File: src/rtl/match_sequencer.sv
// match_sequencer: best-of-N match flow controller stepped by the 20 Hz game tick.
// Walks IDLE -> RESET_RND -> COUNTDOWN -> FIGHT -> ROUND_END -> (RESET_RND | MATCH_END),
// drives round reset / input freeze for the gameplay blocks and exports phase,
// scores and countdown digit for the renderers.
// Ports:
//   clk, reset_n       system clock, asynchronous active-low reset
//   tick               1-clk game tick strobe; all state advances only on ticks
//   start_btn          start/confirm level, must be held HOLD_TICKS ticks
//   abort_btn          abort level, held HOLD_TICKS ticks outside IDLE aborts the match
//   round_result       00 none, 01 P1 wins, 10 P2 wins, 11 draw (sampled in FIGHT only)
//   round_reset        high in IDLE and RESET_RND
//   freeze             high everywhere except FIGHT
//   phase              0 IDLE,1 RESET_RND,2 COUNTDOWN,3 FIGHT,4 ROUND_END,5 MATCH_END
//   cd_digit           countdown digit, 0 outside COUNTDOWN
//   p1_rounds/p2_rounds round wins this match
//   match_winner       00 none, 01 P1, 10 P2
module match_sequencer #(
    parameter int unsigned TICKS_PER_SEC = 20,
    parameter int unsigned COUNT_SECS    = 3,
    parameter int unsigned ROUNDS_TO_WIN = 2,
    parameter int unsigned RESULT_TICKS  = 40,
    parameter int unsigned RESET_TICKS   = 2,
    parameter int unsigned HOLD_TICKS    = 40
) (
    input  logic       clk,
    input  logic       reset_n,
    input  logic       tick,
    input  logic       start_btn,
    input  logic       abort_btn,
    input  logic [1:0] round_result,
    output logic       round_reset,
    output logic       freeze,
    output logic [2:0] phase,
    output logic [1:0] cd_digit,
    output logic [1:0] p1_rounds,
    output logic [1:0] p2_rounds,
    output logic [1:0] match_winner
);

    localparam int unsigned HOLD_W  = $clog2(HOLD_TICKS + 1);
    localparam int unsigned TMR_MAX =
        (RESULT_TICKS > RESET_TICKS)
            ? ((RESULT_TICKS > TICKS_PER_SEC) ? RESULT_TICKS : TICKS_PER_SEC)
            : ((RESET_TICKS > TICKS_PER_SEC) ? RESET_TICKS : TICKS_PER_SEC);
    localparam int unsigned TMR_W   = $clog2(TMR_MAX + 1);

    localparam logic [2:0] S_IDLE      = 3'd0;
    localparam logic [2:0] S_RESET_RND = 3'd1;
    localparam logic [2:0] S_COUNTDOWN = 3'd2;
    localparam logic [2:0] S_FIGHT     = 3'd3;
    localparam logic [2:0] S_ROUND_END = 3'd4;
    localparam logic [2:0] S_MATCH_END = 3'd5;

    localparam logic [1:0] RES_P1   = 2'b01;
    localparam logic [1:0] RES_P2   = 2'b10;
    localparam logic [1:0] RES_DRAW = 2'b11;

    logic [2:0]        state, state_nxt;
    logic [TMR_W-1:0]  tmr, tmr_nxt;
    logic [HOLD_W-1:0] start_cnt, start_cnt_nxt;
    logic [HOLD_W-1:0] abort_cnt, abort_cnt_nxt;
    logic              start_armed, start_armed_nxt;
    logic [1:0]        cd_nxt, p1_nxt, p2_nxt, mw_nxt;
    logic              rr_nxt, fz_nxt;
    logic              start_hit, abort_hit;

    assign phase = state;

    // State and registered outputs
    always_ff @(posedge clk or negedge reset_n) begin
        if (!reset_n) begin
            state        <= S_IDLE;
            tmr          <= '0;
            start_cnt    <= '0;
            abort_cnt    <= '0;
            start_armed  <= 1'b1;
            cd_digit     <= 2'd0;
            p1_rounds    <= 2'd0;
            p2_rounds    <= 2'd0;
            match_winner <= 2'd0;
            round_reset  <= 1'b1;
            freeze       <= 1'b1;
        end else begin
            state        <= state_nxt;
            tmr          <= tmr_nxt;
            start_cnt    <= start_cnt_nxt;
            abort_cnt    <= abort_cnt_nxt;
            start_armed  <= start_armed_nxt;
            cd_digit     <= cd_nxt;
            p1_rounds    <= p1_nxt;
            p2_rounds    <= p2_nxt;
            match_winner <= mw_nxt;
            round_reset  <= rr_nxt;
            freeze       <= fz_nxt;
        end
    end

    // Next-state, hold counters and next outputs
    always_comb begin
        state_nxt       = state;
        tmr_nxt         = tmr;
        start_cnt_nxt   = start_cnt;
        abort_cnt_nxt   = abort_cnt;
        start_armed_nxt = start_armed;
        cd_nxt          = cd_digit;
        p1_nxt          = p1_rounds;
        p2_nxt          = p2_rounds;
        mw_nxt          = match_winner;
        start_hit       = 1'b0;
        abort_hit       = 1'b0;

        if (tick) begin
            // Start hold: only live in IDLE/MATCH_END, and only after the button has been seen released
            if (state == S_IDLE || state == S_MATCH_END) begin
                if (!start_btn) begin
                    start_cnt_nxt   = '0;
                    start_armed_nxt = 1'b1;
                end else if (start_armed && start_cnt != HOLD_W'(HOLD_TICKS)) begin
                    start_cnt_nxt = start_cnt + HOLD_W'(1);
                    start_hit     = (start_cnt == HOLD_W'(HOLD_TICKS - 1));
                end
            end else begin
                start_cnt_nxt = '0;
            end

            // Abort hold: counted only while a match is in progress
            if (state == S_IDLE || !abort_btn) begin
                abort_cnt_nxt = '0;
            end else if (abort_cnt != HOLD_W'(HOLD_TICKS)) begin
                abort_cnt_nxt = abort_cnt + HOLD_W'(1);
                abort_hit     = (abort_cnt == HOLD_W'(HOLD_TICKS - 1));
            end

            tmr_nxt = tmr + TMR_W'(1);

            case (state)
                S_IDLE: begin
                    if (start_hit) begin
                        state_nxt = S_RESET_RND;
                        tmr_nxt   = '0;
                        p1_nxt    = 2'd0;
                        p2_nxt    = 2'd0;
                        mw_nxt    = 2'd0;
                    end
                end
                S_RESET_RND: begin
                    if (tmr == TMR_W'(RESET_TICKS - 1)) begin
                        state_nxt = S_COUNTDOWN;
                        tmr_nxt   = '0;
                        cd_nxt    = 2'(COUNT_SECS);
                    end
                end
                S_COUNTDOWN: begin
                    // tmr counts ticks within the current second
                    if (tmr == TMR_W'(TICKS_PER_SEC - 1)) begin
                        tmr_nxt = '0;
                        if (cd_digit <= 2'd1) begin
                            state_nxt = S_FIGHT;
                            cd_nxt    = 2'd0;
                        end else begin
                            cd_nxt = cd_digit - 2'd1;
                        end
                    end
                end
                S_FIGHT: begin
                    tmr_nxt = '0;
                    case (round_result)
                        RES_P1: begin
                            if (p1_rounds != 2'd3) p1_nxt = p1_rounds + 2'd1;
                            state_nxt = S_ROUND_END;
                        end
                        RES_P2: begin
                            if (p2_rounds != 2'd3) p2_nxt = p2_rounds + 2'd1;
                            state_nxt = S_ROUND_END;
                        end
                        RES_DRAW: state_nxt = S_ROUND_END;
                        default:  state_nxt = S_FIGHT;
                    endcase
                end
                S_ROUND_END: begin
                    if (tmr == TMR_W'(RESULT_TICKS - 1)) begin
                        tmr_nxt = '0;
                        if (p1_rounds >= 2'(ROUNDS_TO_WIN)) begin
                            state_nxt = S_MATCH_END;
                            mw_nxt    = RES_P1;
                        end else if (p2_rounds >= 2'(ROUNDS_TO_WIN)) begin
                            state_nxt = S_MATCH_END;
                            mw_nxt    = RES_P2;
                        end else begin
                            state_nxt = S_RESET_RND;
                        end
                    end
                end
                S_MATCH_END: begin
                    if (start_hit) begin
                        state_nxt = S_IDLE;
                        p1_nxt    = 2'd0;
                        p2_nxt    = 2'd0;
                        mw_nxt    = 2'd0;
                    end
                end
                default: state_nxt = S_IDLE;
            endcase

            // Abort overrides whatever the phase logic decided this tick
            if (abort_hit) begin
                state_nxt = S_IDLE;
                tmr_nxt   = '0;
                cd_nxt    = 2'd0;
                p1_nxt    = 2'd0;
                p2_nxt    = 2'd0;
                mw_nxt    = 2'd0;
            end

            // A button still held from the previous phase must be released before it counts again
            if (state_nxt != state && (state_nxt == S_IDLE || state_nxt == S_MATCH_END)) begin
                start_cnt_nxt   = '0;
                start_armed_nxt = 1'b0;
            end
        end

        rr_nxt = (state_nxt == S_IDLE) || (state_nxt == S_RESET_RND);
        fz_nxt = (state_nxt != S_FIGHT);
    end

endmodule

File: config.mk
export PLATFORM = sky130hd
export DESIGN_NAME = match_sequencer
export DESIGN_NICKNAME = d
export VERILOG_FILES = /design/src/rtl/match_sequencer.sv
export SDC_FILE = /design/constraint.sdc
export NUM_CORES = 1
export LEC_CHECK = 0
export CAP_MARGIN = 20
export CORE_AREA = 2 2 78 80
export CTS_CLUSTER_SIZE = 12
export DETAILED_ROUTE_END_ITERATION = 8
export DIE_AREA = 0 0 80 82
export PLACE_DENSITY = 0.59
export SETUP_SLACK_MARGIN = 0.05
export SLEW_MARGIN = 5
export SYNTH_ARGS = -nofsm -noshare
export SYNTH_HDL_FRONTEND = slang
export SYNTH_SLANG_ARGS = --single-unit
File: constraint.sdc
create_clock -name clk -period 2.65 [get_ports clk]
set_input_delay 0.53 -clock clk [delete_from_list [all_inputs] [get_ports clk]]
set_output_delay 0.53 -clock clk [all_outputs]
set_load 0.005 [all_outputs]
Yosys cells after proc, flatten, opt, wreduce, memory -nomap -nowiden
Cells that the tools add are included.

Bits in registers: 32. Latch bits: 0. Memory bits (writable): 0. ROM bits: 0. Output and inout bits: 13. Memories: 0.

Add/sub/neg operators: 6. Multiply operators: 0. Divide/modulo/power cells: 0. Magnitude comparators: 3. Equal/unequal tests: 32. Shifts and indexed selects: 0. Multiplexer cells: 54. Bitwise logic cells: 0. Reduce and logical (&&, ||, !) cells: 24.

Operators with widths (count): $mux 6 (11); $mux 3 (12); $mux 2 (15); $pmux 6 s5 (1); $add 6x1->6 const B (3); $eq 6x6->1 const B (3); $ne 3x3->1 const B (6); $pmux 3 s6 (1); $pmux 2 s2 (4); $reduce_and 5->1 (3); $ne 6x6->1 const B (2); $mux 1 (10); $eq 3x3->1 const B (3); $logic_not 3->1 (3); $reduce_bool 3->1 (3); $eq 3x1->1 const B (2); $eq 3x2->1 const B (2); $eq 6x1->1 const B (1); $eq 6x5->1 const B (1); $ne 3x2->1 const B (2); $add 2x1->2 const B (2); $eq 2x2->1 const B (2); $ge 2x2->1 const B (2); $logic_or 1x1->1 (4); 17 further kinds (21).

Logic depth before layout (Yosys ltp)
Gate-level depths: netlist of run 1.

Depth in word-level cells: 15. Gate-level depth with buffers: 8. Gate-level depth less buffers: 8.

Least setup slack after synthesis of run 1
OpenSTA, ideal clock, no wires.

Path type: reg-to-reg. Start: reg tmr[0]. End: reg start_cnt[0]. Library setup time: 0.125 ns. Arrival time: 1.914 ns. Data required time: 2.525 ns. Slack: 0.611 ns. Stages on the path, launching flop included: 8. Period minus slack after synthesis: 2.039 ns. Cells stage by stage: dfrtp_1 -> ha_1 -> nand4b_1 -> o41ai_2 -> nand3_2 -> o311a_1 -> and3_1 -> mux2_2.

Cells in the longest elaborated chain, start to end: 10. Elaborated cells on any way between the ends: 17. Those cells by class: 6 x eq/ne; 7 x mux; 4 x reduce/logical.

Ends and longest elaborated chain: start, declared (RTL line 59) `logic [TMR_W-1:0] tmr, tmr_nxt;`; start signal, assigned (RTL line 85) `tmr <= tmr_nxt;`; $eq 6x6->1 (tied with other cells) (RTL line 181) `if (tmr == TMR_W'(RESULT_TICKS - 1)) begin`; $mux 3, on equally long branches (RTL line 181, 147, 155); $pmux 3 s6 * (RTL line 136) `case (state)`; $mux 3 * (RTL line 206) `if (abort_hit) begin`; $mux 3 * (RTL line 112) `if (tick) begin`; $eq 3x3->1 / $logic_not 3->1 (equally long branches) (RTL line 216) `if (state_nxt != state && (state_nxt == S_IDLE || state_nxt == S_MATCH_END)) begin`; $logic_or 1x1->1 (RTL line 216); $logic_and 1x1->1 * (RTL line 216); $ne 4x2->1 (no source line); $reduce_and 2->1 (no source line); end signal, assigned (RTL line 86) `start_cnt <= start_cnt_nxt;`; end, declared (RTL line 60) `logic [HOLD_W-1:0] start_cnt, start_cnt_nxt;`.

Every way passes the cells marked *; elsewhere a longest branch is shown, timed or not. The select of a mux whose other input is x is not followed. A chain may end at the register's enable or synchronous reset.

Worst setup path after layout of run 1
Ends and elaborated chain as after synthesis.

==> results of run 1 <==
-- report_power, final --
| group | leakage [nW] | switching (mW) | internal, mW |
|---|---|---|---|
| Combinational | 0.592 | 0.491 | 0.490 |
| Sequential | 0.416 | 0.171 | 0.630 |
| Clock | 0.0510 | 0.189 | 0.207 |
| Total | 1.06 | 0.851 | 1.33 |
-- metal layers --
layer | share of wire, % | vias up | GRT usage (%)
met4 | 0.95 | 0 | 4.92
met2 | 48 | 49 | 28.0
met1 | 47 | 921 | 22.2
met3 | 4.7 | 6 | 3.41
met5 | 0 | - | 0
li1 | - | 946 | -
-- final cells by class --
class	count	area, µm²
clock buffers	6	82.6
clock inverters	2	10.0
fillers	586	3160
inverters	15	56.3
multi-input cells	181	1260
flip-flops and latches	32	805
well taps	75	93.8
repair buffers	30	273
-- through the flow --
stage	total power, mW	std cells	hold slack [ns]	area, µm²	utilization (%)
2_1_floorplan	1.44	241	0.234	2220	-
3_3_place_gp	1.79	333	0.494	2490	43.4
3_5_place_dp	1.79	333	0.504	2490	43.4
4_1_cts	2.19	341	0.522	2580	45.0
5_1_grt	2.34	341	0.538	2580	45.0
6_report	2.18	341	0.515	2580	45.0
-- worst max-delay path, stage by stage (launching register included) --
cell and delay [ns]:
sky130_fd_sc_hd__dfrtp_1 0.41, sky130_fd_sc_hd__ha_1 0.27, sky130_fd_sc_hd__nand4b_1 0.18, sky130_fd_sc_hd__o41ai_2 0.37, sky130_fd_sc_hd__nand3_2 0.14, sky130_fd_sc_hd__o311ai_1 0.43
sky130_fd_sc_hd__o21ai_0 0.21, sky130_fd_sc_hd__mux2_2 0.29
-- synthesized netlist by cell type, drive strengths merged (5+ instances only) --
library cell  instances  area share, %
nor2                 16            2.7
a31oi                 5            1.4
nand3                14            3.6
o41ai                 5            2.6
o21ai                23            5.3
ha                   10            5.6
nor3b                 5            1.7
a21oi                12            2.9
buf                   5            2.0
and3                  7            2.0
clkbuf                8            2.3
dfrtp                29             33
inv                  15            2.5
nand2                16            2.7
o22ai                 6            1.7
-- sequential cells by signal, indices dropped and copies added (netlist names) --
register,flops
start_cnt,6
freeze,1
match_winner,2
cd_digit,2
p2_rounds,2
abort_cnt,6
start_armed,1
phase,3
tmr,6
p1_rounds,2
round_reset,1
-- worst min path at each step --
stage / start / end / slack, ns / cells past startpoint
after floorplan: reset_n / abort_cnt[0] / 0.23 / 0
after global placement: match_winner[1] / match_winner[1] / 0.49 / 1
after detailed placement: match_winner[1] / match_winner[1] / 0.50 / 1
after CTS: match_winner[1] / match_winner[1] / 0.52 / 1
after global routing: match_winner[1] / match_winner[1] / 0.54 / 1
final: match_winner[0] / match_winner[0] / 0.51 / 1
-- layout by cell type (no fill, tap or decap), types with 10 or more instances in the layout --
cell / synthesis / layout
sky130_fd_sc_hd__dfrtp_1: 29 / 29
sky130_fd_sc_hd__o21ai_0: 20 / 20
sky130_fd_sc_hd__clkdlybuf4s50_1: 0 / 19
sky130_fd_sc_hd__nand2_1: 16 / 16
sky130_fd_sc_hd__nor2_1: 16 / 16
sky130_fd_sc_hd__inv_1: 15 / 15
sky130_fd_sc_hd__nand3_1: 12 / 12
sky130_fd_sc_hd__a21oi_1: 11 / 11
sky130_fd_sc_hd__buf_4: 1 / 11
sky130_fd_sc_hd__ha_1: 10 / 10
-- cell families after synthesis --
group / after synthesis
compound gates: 72
fa+ha+maj: 10
simple gates: 90
xor+xnor: 3
flops: 32
mux: 6
buf+inv: 28
==> impl_metrics.sql, run 1 <==
INSERT INTO impl_metrics (metric_group, metric, value, unit) VALUES
('outcome', 'outcome', 'finished clean', ''),
('synth', 'synth_nets', '258', ''),
('synth', 'post_synth_num_cell_types', '65', ''),
('place', 'hpwlAfterDp', '3810', 'µm'),
('min_path', 'timing.hold.worst.class', 'reg2reg', ''),
('clocking', 'holdBufCountCts', '0', ''),
('timing', 'worst-slew-pin-transition', '0.611', 'ns'),
('drt', 'drt_pre_antenna_iters', '4', ''),
('worst_setup_path', 'rr_endpoint', 'start_cnt[0]', ''),
('clocking', 'cts-buffers-inserted', '5', ''),
('global_route', 'grt_pass1_vias', '1798', ''),
('synth', 'async_reset_ff_share', '100', '%'),
('worst_setup_path', 'arrival_time_worst_endpoint', '2.58', 'ns'),
('synth', 'syn-mean-instance-area', '9.22', 'µm²'),
('worst_setup_path', 'rr_worst_depth', '7', ''),
('timing', 'layout_min_cycle_time', '2.41', 'ns'),
('timing', 'totalNegativeSetupSlack', '0', 'ns'),
('worst_setup_path', 'worst-endpoint-required', '2.82', 'ns'),
('clocking', 'cts_post_setup_buffers_inserted', '0', ''),
('clocking', 'bufs_on_longest_clock_path', '2', ''),
('pwr', 'pwr_density_cell', '843', 'nW/µm²'),
('layout', 'antenna_cells', '0', ''),
('timing', 'skew', '0.00751', 'ns'),
('synth', 'synth_xor_xnor_area_share', '1.18', '%'),
('synth', 'synth-simple-area-share', '24.5', '%'),
('synth', 'post_synth_fa_ha_maj_area_fraction', '5.63', '%'),
('floorplan', 'die_x', '80', 'µm'),
('global_route', 'global_route.usage.total', '16.8', '%'),
('synth', 'synth_mux_area_share', '2.93', '%'),
('clocking', 'clkLatencyLatePin', '0.29', 'ns'),
('synth', 'synth_seq_area_share', '36.2', '%'),
('synth', 'synth-compound-area-share', '22.6', '%'),
('synth', 'post_synth_design_cell_area', '2220', 'µm²'),
('clocking', 'cts_tree', 'done', ''),
('clocking', 'clockRootBuffer', 'sky130_fd_sc_hd__clkbuf_8', ''),
('timing', 'setup_viol', '0', ''),
('worst_setup_path', 'critical_path.startpoint', 'tmr[0]', ''),
('timing', 'max_clock_freq', '0.415', 'GHz'),
('clocking', 'cts_sinks', '32', ''),
('timing', 'finalHoldViolations', '0', ''),
('global_route', 'grt_pass1_wl', '8640', 'µm'),
('worst_setup_path', 'worst-r2r-setup-slack', '0.24', 'ns'),
('synth', 'synth-seq-cells', '32', ''),
('clocking', 'clk_pin_slew_worst_paths', '0.07', 'ns'),
('place', 'port_buffers', '19', ''),
('worst_setup_path', 'crit_path_start_kind', 'register', ''),
('floorplan', 'die_h', '82', 'µm'),
('synth', 'syn_inst', '241', ''),
('synth', 'synth-edff-count', '0', ''),
('timing', 'fin_crit_sh', '90.9', '%'),
('worst_setup_path', 'endpoint', 'start_cnt[0]', ''),
('floorplan', 'top_level_ports', '20', ''),
('drt', 'antenna_left', '0', ''),
('drt', 'routed_wirelength', '5140', 'µm'),
('drt', 'remaining_drc_errors', '0', ''),
('global_route', 'number_of_antenna_violations_at_the_first_check_in_global_routing', '0', ''),
('timing', 'slew_viol_final', '0', ''),
('worst_setup_path', 'timing_worst_setup_path_type', 'reg2reg', ''),
('layout', 'layout-drive-gt1-share', '15.0', '%'),
('drt', 'vias', '1922', ''),
('clocking', 'h-tree-depth', '2', ''),
('synth', 'main_combinational_cell_family_by_area_after_synthesis', 'simple AND/OR/NAND/NOR gates', ''),
('floorplan', 'initial_utilization', '38.7', '%'),
('drt', 'first_iter_violations', '99', ''),
('drt', 'detail_route.vias_per_cell', '5.64', ''),
('place', 'detailedPlace.worstSlack', '0.0121', 'ns'),
('layout', 'final_nets', '282', ''),
('worst_setup_path', 'reg2reg_from', 'tmr[0]', ''),
('place', 'gp_routability_congestion', '0.814', ''),
('pwr', 'irDropWorstVdd', '282', 'µV'),
('global_route', 'grt_start_max_net_pins', '33', '');
No activity file was read; power rests on OpenSTA's default activity.
==> run 2, diff against run 1 <==
--- a/config.mk
+++ b/config.mk
@@ -7,6 +7,7 @@
 export LEC_CHECK = 0
 export CAP_MARGIN = 20
 export CORE_AREA = 2 2 78 80
+export CTS_BUF_LIST = sky130_fd_sc_hd__clkbuf_8 sky130_fd_sc_hd__clkbuf_16
 export CTS_CLUSTER_SIZE = 12
 export DETAILED_ROUTE_END_ITERATION = 8
 export DIE_AREA = 0 0 80 82
==> results of run 2 <==
The final DEF is identical to that of run 1; final timing and power are the same.
==> run 3, diff against run 2 <==
--- a/config.mk
+++ b/config.mk
@@ -13,6 +13,7 @@
 export DIE_AREA = 0 0 80 82
 export PLACE_DENSITY = 0.59
 export SETUP_SLACK_MARGIN = 0.05
+export SKIP_CTS_REPAIR_TIMING = 1
 export SLEW_MARGIN = 5
 export SYNTH_ARGS = -nofsm -noshare
 export SYNTH_HDL_FRONTEND = slang
==> results of run 3 <==
The final DEF is identical to that of run 1; final timing and power are the same.
==> RTL change 1, RTL diff (config.mk and constraints of run 1) <==
`HOLD_TICKS`: 40 -> 60.
--- a/src/rtl/match_sequencer.sv
+++ b/src/rtl/match_sequencer.sv
@@ -20,7 +20,7 @@
     parameter int unsigned ROUNDS_TO_WIN = 2,
     parameter int unsigned RESULT_TICKS  = 40,
     parameter int unsigned RESET_TICKS   = 2,
-    parameter int unsigned HOLD_TICKS    = 40
+    parameter int unsigned HOLD_TICKS    = 60
 ) (
     input  logic       clk,
     input  logic       reset_n,
Check against the original RTL: same outputs for any inputs over 10 cycles, from zero or initial values and one cycle with reset_n low; that may be too few to reach the edited logic, so the function may still have changed.
==> RTL change 1 against run 1 <==
Final area rose by 3.1%. Non-clock buffer count is 12 higher. Synthesized area fell by 4.0%. Combinational power fell by 11%. Critical path depth is 1 higher. Setup slack worse by 0.034 ns. Synthesized cell count down 2.9%. Sequential cell count stayed put. Total power down 2.3%. Routed wire length down 2.3%. Count of clock-buffer cells in the layout increased by 1. First-iteration DRC count rose by 63%. Cell count up 1.8%. Clock skew hardly changed. Critical path type unchanged. Critical endpoint unchanged. Largest cell class unchanged.
==> RTL change 1: results (changes against run 1) <==
* Status: completed
* DR WL/cell at 14.5 um (-4.0%)
* Ranking of synthesized cells by area: dfrtp_1 34%, ha_1 5.9%, o21ai_0 4.2%
* Hold Path Depth at 1 (unchanged)
* Synth Area in XOR/XNOR at 0.0246 (+0.0128)
* Drt pass-1 iters at 4 (unchanged)
* Hold Crit Start: match_winner[1]$_DFFE_PN0P_
* Min-Delay Endpoint: match_winner[1]$_DFFE_PN0P_
* Mux contribution to synthesized area at 0.0411 (+0.0118)
* Layout cells sized above 1 at 0.180 (+0.0298)
* Peak VDD IR at 0.392 mV (+39%)
* DR iter-0 viols at 161 (+63%)
* Placer Congestion at 0.826 (+1.4%)
* Post-DP HPWL at 3.63 mm (-4.8%)
* H-tree depth at 2 (unchanged)
* Synthesized-area fraction occupied by adder cells at 0.0587 (+0.00234)
* Vias in the first global route at 1,844 (+2.6%)
* Reg-to-reg critical path startpoint: p2_rounds[0]$_DFFE_PN0P_
* Synthesized Nets at 251 (-2.7%)
* Sequential element share of the synthesized area at 0.377 (+0.0151)
* Largest net degree at the start of global routing at 33 (unchanged)
* Placed Area at 2530 um^2 (+1.7%)
* Distinct cells, synth at 52 (-20%)
* Nets at 288 (+2.1%)
* Max FO, Critical Path at 6 (+1)
* Clk_skew at 0.00784 ns (+0.000330 ns)
* Count of non-filler cells in the finished layout at 347 (+1.8%)
* Reg2Reg Setup Slack at 0.21 ns (-0.03 ns)
* Rel. slew slack at 0.652 (+0.0648)
* Critical path data arrival time at 2.61 ns (+0.03 ns)
* GRT Util Overall at 0.172 (+0.00346)
* First-pass GRT wire length at 8.83 mm (+2.2%)
* Vias at 1,904 (-0.94%)
* Setup WS pre-CTS at -0.182 ns (-0.194 ns)
* Commonest cells in the netlist: 29 x dfrtp_1, 18 x o21ai_0, 17 x inv_1
* Cells after synthesis at 234 (-2.9%)
* Worst r2r path cells at 8 (+1)
* Placed cell count at 339 (+1.8%)
* Compound-cell area share of the yosys netlist at 0.214 (-0.0123)
* Clk buf depth at 2 (unchanged)
## RTL change 1: changes by cell type after synthesis, sizes merged, moves of 4 or more
cell / before / now
nor3: 3 / 10
xor2: 1 / 6
o21ai: 23 / 19
o211ai: 1 / 6
nand3: 14 / 9
and2: 0 / 4
and3: 7 / 3
o41ai: 5 / 1
a21oi: 12 / 8
## RTL change 1: layout make-up
type,count,area (um^2)
Tap cell,75,93.8
Multi-Input combinational cell,173,1210
Timing Repair Buffer,42,363
Clock buffer,7,96.3
Fill cell,569,3080
Inverter,17,63.8
Sequential cell,32,805
Clock inverter,1,30.0
## RTL change 1: cell families after synthesis
kind of cell | Yosys count
XOR/XNOR | 6
AO/OA/AOI/OAI | 64
AND/OR/NAND/NOR | 85
adder cells (fa/ha/maj) | 10
multiplexers | 8
buffers and inverters | 29
flip-flops | 32
## RTL change 1: worst max path at each step
stage	startpoint	slack, ns	endpoint
2_1_floorplan	p1_rounds[0]$_DFFE_PN0P_	0.21	start_cnt[1]$_DFFE_PN0P_
3_3_place_gp	abort_btn	-0.20	start_cnt[1]$_DFFE_PN0P_
3_5_place_dp	abort_btn	-0.18	start_cnt[0]$_DFFE_PN0P_
4_1_cts	abort_btn	0.1	start_cnt[0]$_DFFE_PN0P_
5_1_grt	p2_rounds[0]$_DFFE_PN0P_	0.08	start_cnt[0]$_DFFE_PN0P_
6_report	p2_rounds[0]$_DFFE_PN0P_	0.21	start_cnt[0]$_DFFE_PN0P_
## RTL change 1: worst max-delay path, cell delays in order (launching register included)
cell,delay [ns]
dfrtp_1,0.42
inv_1,0.07
ha_1,0.19
or4_4,0.49
o31ai_2,0.26
a211oi_1,0.11
or4_4,0.49
a31oi_4,0.20
o22ai_1,0.10
## RTL change 1: layer usage
| metal | vias up | global-route usage | routed length, um |
|---|---|---|---|
| met4 | 0 | 0.0508 | 51 |
| met2 | 44 | 0.268 | 2250 |
| met5 | - | 0 | 0 |
| met3 | 5 | 0.0330 | 222 |
| met1 | 911 | 0.241 | 2500 |
| li1 | 944 | - | - |
## RTL change 1: timing repair
action                                  4_1_cts  5_1_grt
hold buffers                                  0        0
gates resized for setup                       0        1
endpoints found under the setup margin        0        6
## RTL change 1: stage by stage
step / hold WS (ns) / total power, mW
after global placement: 0.488 / 1.58
after global routing: 0.524 / 2.29
final: 0.506 / 2.13
after detailed placement: 0.495 / 1.59
after CTS: 0.510 / 2.12
after floorplan: 0.234 / 1.29
## RTL change 1: power breakdown
group,leakage [nW],internal [mW],switching [mW]
registers,0.426,0.590,0.133
clock network,0.0645,0.332,0.201
logic,0.636,0.388,0.484
total,1.13,1.31,0.818
==> RTL change 2, RTL diff (flow settings as in run 1) <==
Without the edit above. Register the output `match_winner` once more, without a reset; this adds one clock of latency there. The other outputs are not delayed to match.
--- a/src/rtl/match_sequencer.sv
+++ b/src/rtl/match_sequencer.sv
@@ -55,6 +55,8 @@
     localparam logic [1:0] RES_P2   = 2'b10;
     localparam logic [1:0] RES_DRAW = 2'b11;
 
+    logic [1:0] match_winner_s0;
+
     logic [2:0]        state, state_nxt;
     logic [TMR_W-1:0]  tmr, tmr_nxt;
     logic [HOLD_W-1:0] start_cnt, start_cnt_nxt;
@@ -77,7 +79,7 @@
             cd_digit     <= 2'd0;
             p1_rounds    <= 2'd0;
             p2_rounds    <= 2'd0;
-            match_winner <= 2'd0;
+            match_winner_s0 <= 2'd0;
             round_reset  <= 1'b1;
             freeze       <= 1'b1;
         end else begin
@@ -89,7 +91,7 @@
             cd_digit     <= cd_nxt;
             p1_rounds    <= p1_nxt;
             p2_rounds    <= p2_nxt;
-            match_winner <= mw_nxt;
+            match_winner_s0 <= mw_nxt;
             round_reset  <= rr_nxt;
             freeze       <= fz_nxt;
         end
@@ -105,7 +107,7 @@
         cd_nxt          = cd_digit;
         p1_nxt          = p1_rounds;
         p2_nxt          = p2_rounds;
-        mw_nxt          = match_winner;
+        mw_nxt          = match_winner_s0;
         start_hit       = 1'b0;
         abort_hit       = 1'b0;
 
@@ -223,5 +225,9 @@
         fz_nxt = (state_nxt != S_FIGHT);
     end
 
+    always_ff @(posedge clk) begin
+        match_winner <= match_winner_s0;
+    end
+
 endmodule
 
Behaviour: no difference found for any inputs over 10 cycles, from zero or initial values and one cycle with reset_n low; that may be too few to reach the edited logic, so the function may still have changed.
==> RTL change 2 against run 1 <==
First-iteration DRC count decreased by 11%. Register-to-register slack improved by 0.16 ns. Sequential cell count increased by 2. Routed wire length decreased by 10%. Setup slack improved by 0.082 ns. Synthesized area decreased by 2.0%. Count of clock-buffer cells in the layout increased by 2. Total power increased by 8.2%. Final area decreased by 0.34%. Non-clock buffer count decreased by 3. Utilization decreased by 0.15 points. Via count decreased by 5.9%. Critical path type is now in2reg. Largest power group unchanged. Highest routed layer unchanged.
==> RTL change 2: results (changes against run 1) <==
* Critical path data arrival time at 2.50 ns (-0.08 ns)
* Via-per-instance ratio at 5.21 (-7.5%)
* Sequential element share of the synthesized area at 0.388 (+0.0259)
* Portion of the layout cell area used by clock cells at 0.0311 (-0.00473)
* Combinational power at 1.11 mW (+13%)
* Delay-heaviest family, CP: simple AND/OR/NAND/NOR gates
* Worst path max stage delay at 0.49 ns (+0.06 ns)
* Asr flop ratio synth at 0.941 (-0.0588)
* Nets at 288 (+2.1%)
* Clk slew on worst S/H paths at 0.07 ns (about the same)
* Post-DP HPWL at 3.42 mm (-10%)
* Ranking of synthesized cells by area: dfrtp_1 33%, ha_1 5.7%, nand2_1 4.8%
* Synthesized Nets at 261 (+1.2%)
* Net Sw Power at 0.968 mW (+14%)
* Reg-to-reg critical path startpoint: phase[2]$_DFF_PN0_
* Seq power at 0.875 mW (+9.2%)
* Clock buffers at 8 (+2)
* Min-delay worst type: reg2reg
* Fraction of area in multi-input gates at 0.478 (-0.0114)
* Max FO, Critical Path at 7 (+2)
* Setup WS pre-CTS at -0.00317 ns (-0.0153 ns)
* FF+latch area at 845 um^2 (+5.0%)
* CTS Root Cell: clkbuf_8
* Inverter count at 17 (+2)
* CTS buffer count at 5 (unchanged)
* Hold Path Depth at 0 (-1)
* Comb_multi_in at 186 (+2.8%)
* Clk buf depth at 2 (unchanged)
* Skew-Pair Late Insertion Delay at 0.29 ns (about the same)
* H-tree depth at 2 (unchanged)
* Worst r2r path cells at 7 (unchanged)
* YS warnings at 0 (unchanged)
* Commonest cells in the netlist: 29 x dfrtp_1, 28 x nand2_1, 19 x nor2_1
* Combinational share of power at 0.472 (+0.021)
* Min-Delay Endpoint: match_winner[0]$_DFF_P_
* Vias in the first global route at 1,685 (-6.3%)
* Distinct cells, synth at 55 (-15%)
* DR iter-0 viols at 88 (-11%)
* GRT Util Overall at 0.150 (-0.0178)
* Count of flip-flops and latches at 34 (+6.3%)
* Count of plain and timing-repair buffers at 27 (-10%)
* Peak VDD IR at 0.500 mV (+78%)
* Placer Congestion at 0.847 (+4.1%)
* Layout cells sized above 1 at 0.118 (-0.0327)
* Final period util at 0.878 (-0.0310)
* Slew of the pin with the lowest slew margin at 0.710 ns (+0.0997 ns)
* Data buffer area share at 0.102 (-0.00353)
* Clk_skew at 0.00784 ns (+0.000333 ns)
* Status: completed
* Layout fillers at 585 (-0.17%)
* CP Capture Point: start_cnt[4]$_DFFE_PN0P_
* Critical Path Source: abort_btn
* Reg2Reg Setup Slack at 0.40 ns (+0.16 ns)
* Hold Crit Start: match_winner_s0[0]$_DFFE_PN0P_
* First-pass GRT wire length at 7.76 mm (-10%)
* Leak Pwr at 1.13 nW (+6.5%)
* Final WL at 4.61 mm (-10%)
* Yosys top cell area share at 0.333 (+0.00676)
* Regs by FF count: abort_cnt: 6 flops, start_cnt: 6 flops, tmr: 6 flops
* Slowest cell on crit path: clkdlybuf4s50_1
RTL change 2: stage by stage:
stage           util  std cells  instance area, um^2  setup TNS, ns  hold WS (ns)
3_3_place_gp   0.434        339                 2500              0         0.353
5_1_grt        0.448        347                 2580              0         0.387
6_report       0.448        347                 2580              0         0.369
2_1_floorplan      -        244                 2180              0         0.234
4_1_cts        0.448        347                 2580              0         0.374
3_5_place_dp   0.434        339                 2500       -0.00317         0.358
RTL change 2: cells by family (layout without fill, tap and decap cells):
logic type / after synthesis / after routing / synth area share
flops: 34 / 34 / 0.388
buf+inv: 24 / 52 / 0.0465
fa+ha+maj: 10 / 10 / 0.0575
compound gates: 61 / 61 / 0.182
simple gates: 103 / 103 / 0.268
xor+xnor: 6 / 6 / 0.0276
mux: 6 / 6 / 0.0305
RTL change 2: layer usage:
metal | wire length [um] | share of wire | track usage
met3 | 115 | 0.025 | 0.0363
met5 | 0 | 0 | 0
met4 | 50 | 0.011 | 0.0356
met2 | 2060 | 0.45 | 0.242
met1 | 2390 | 0.52 | 0.205
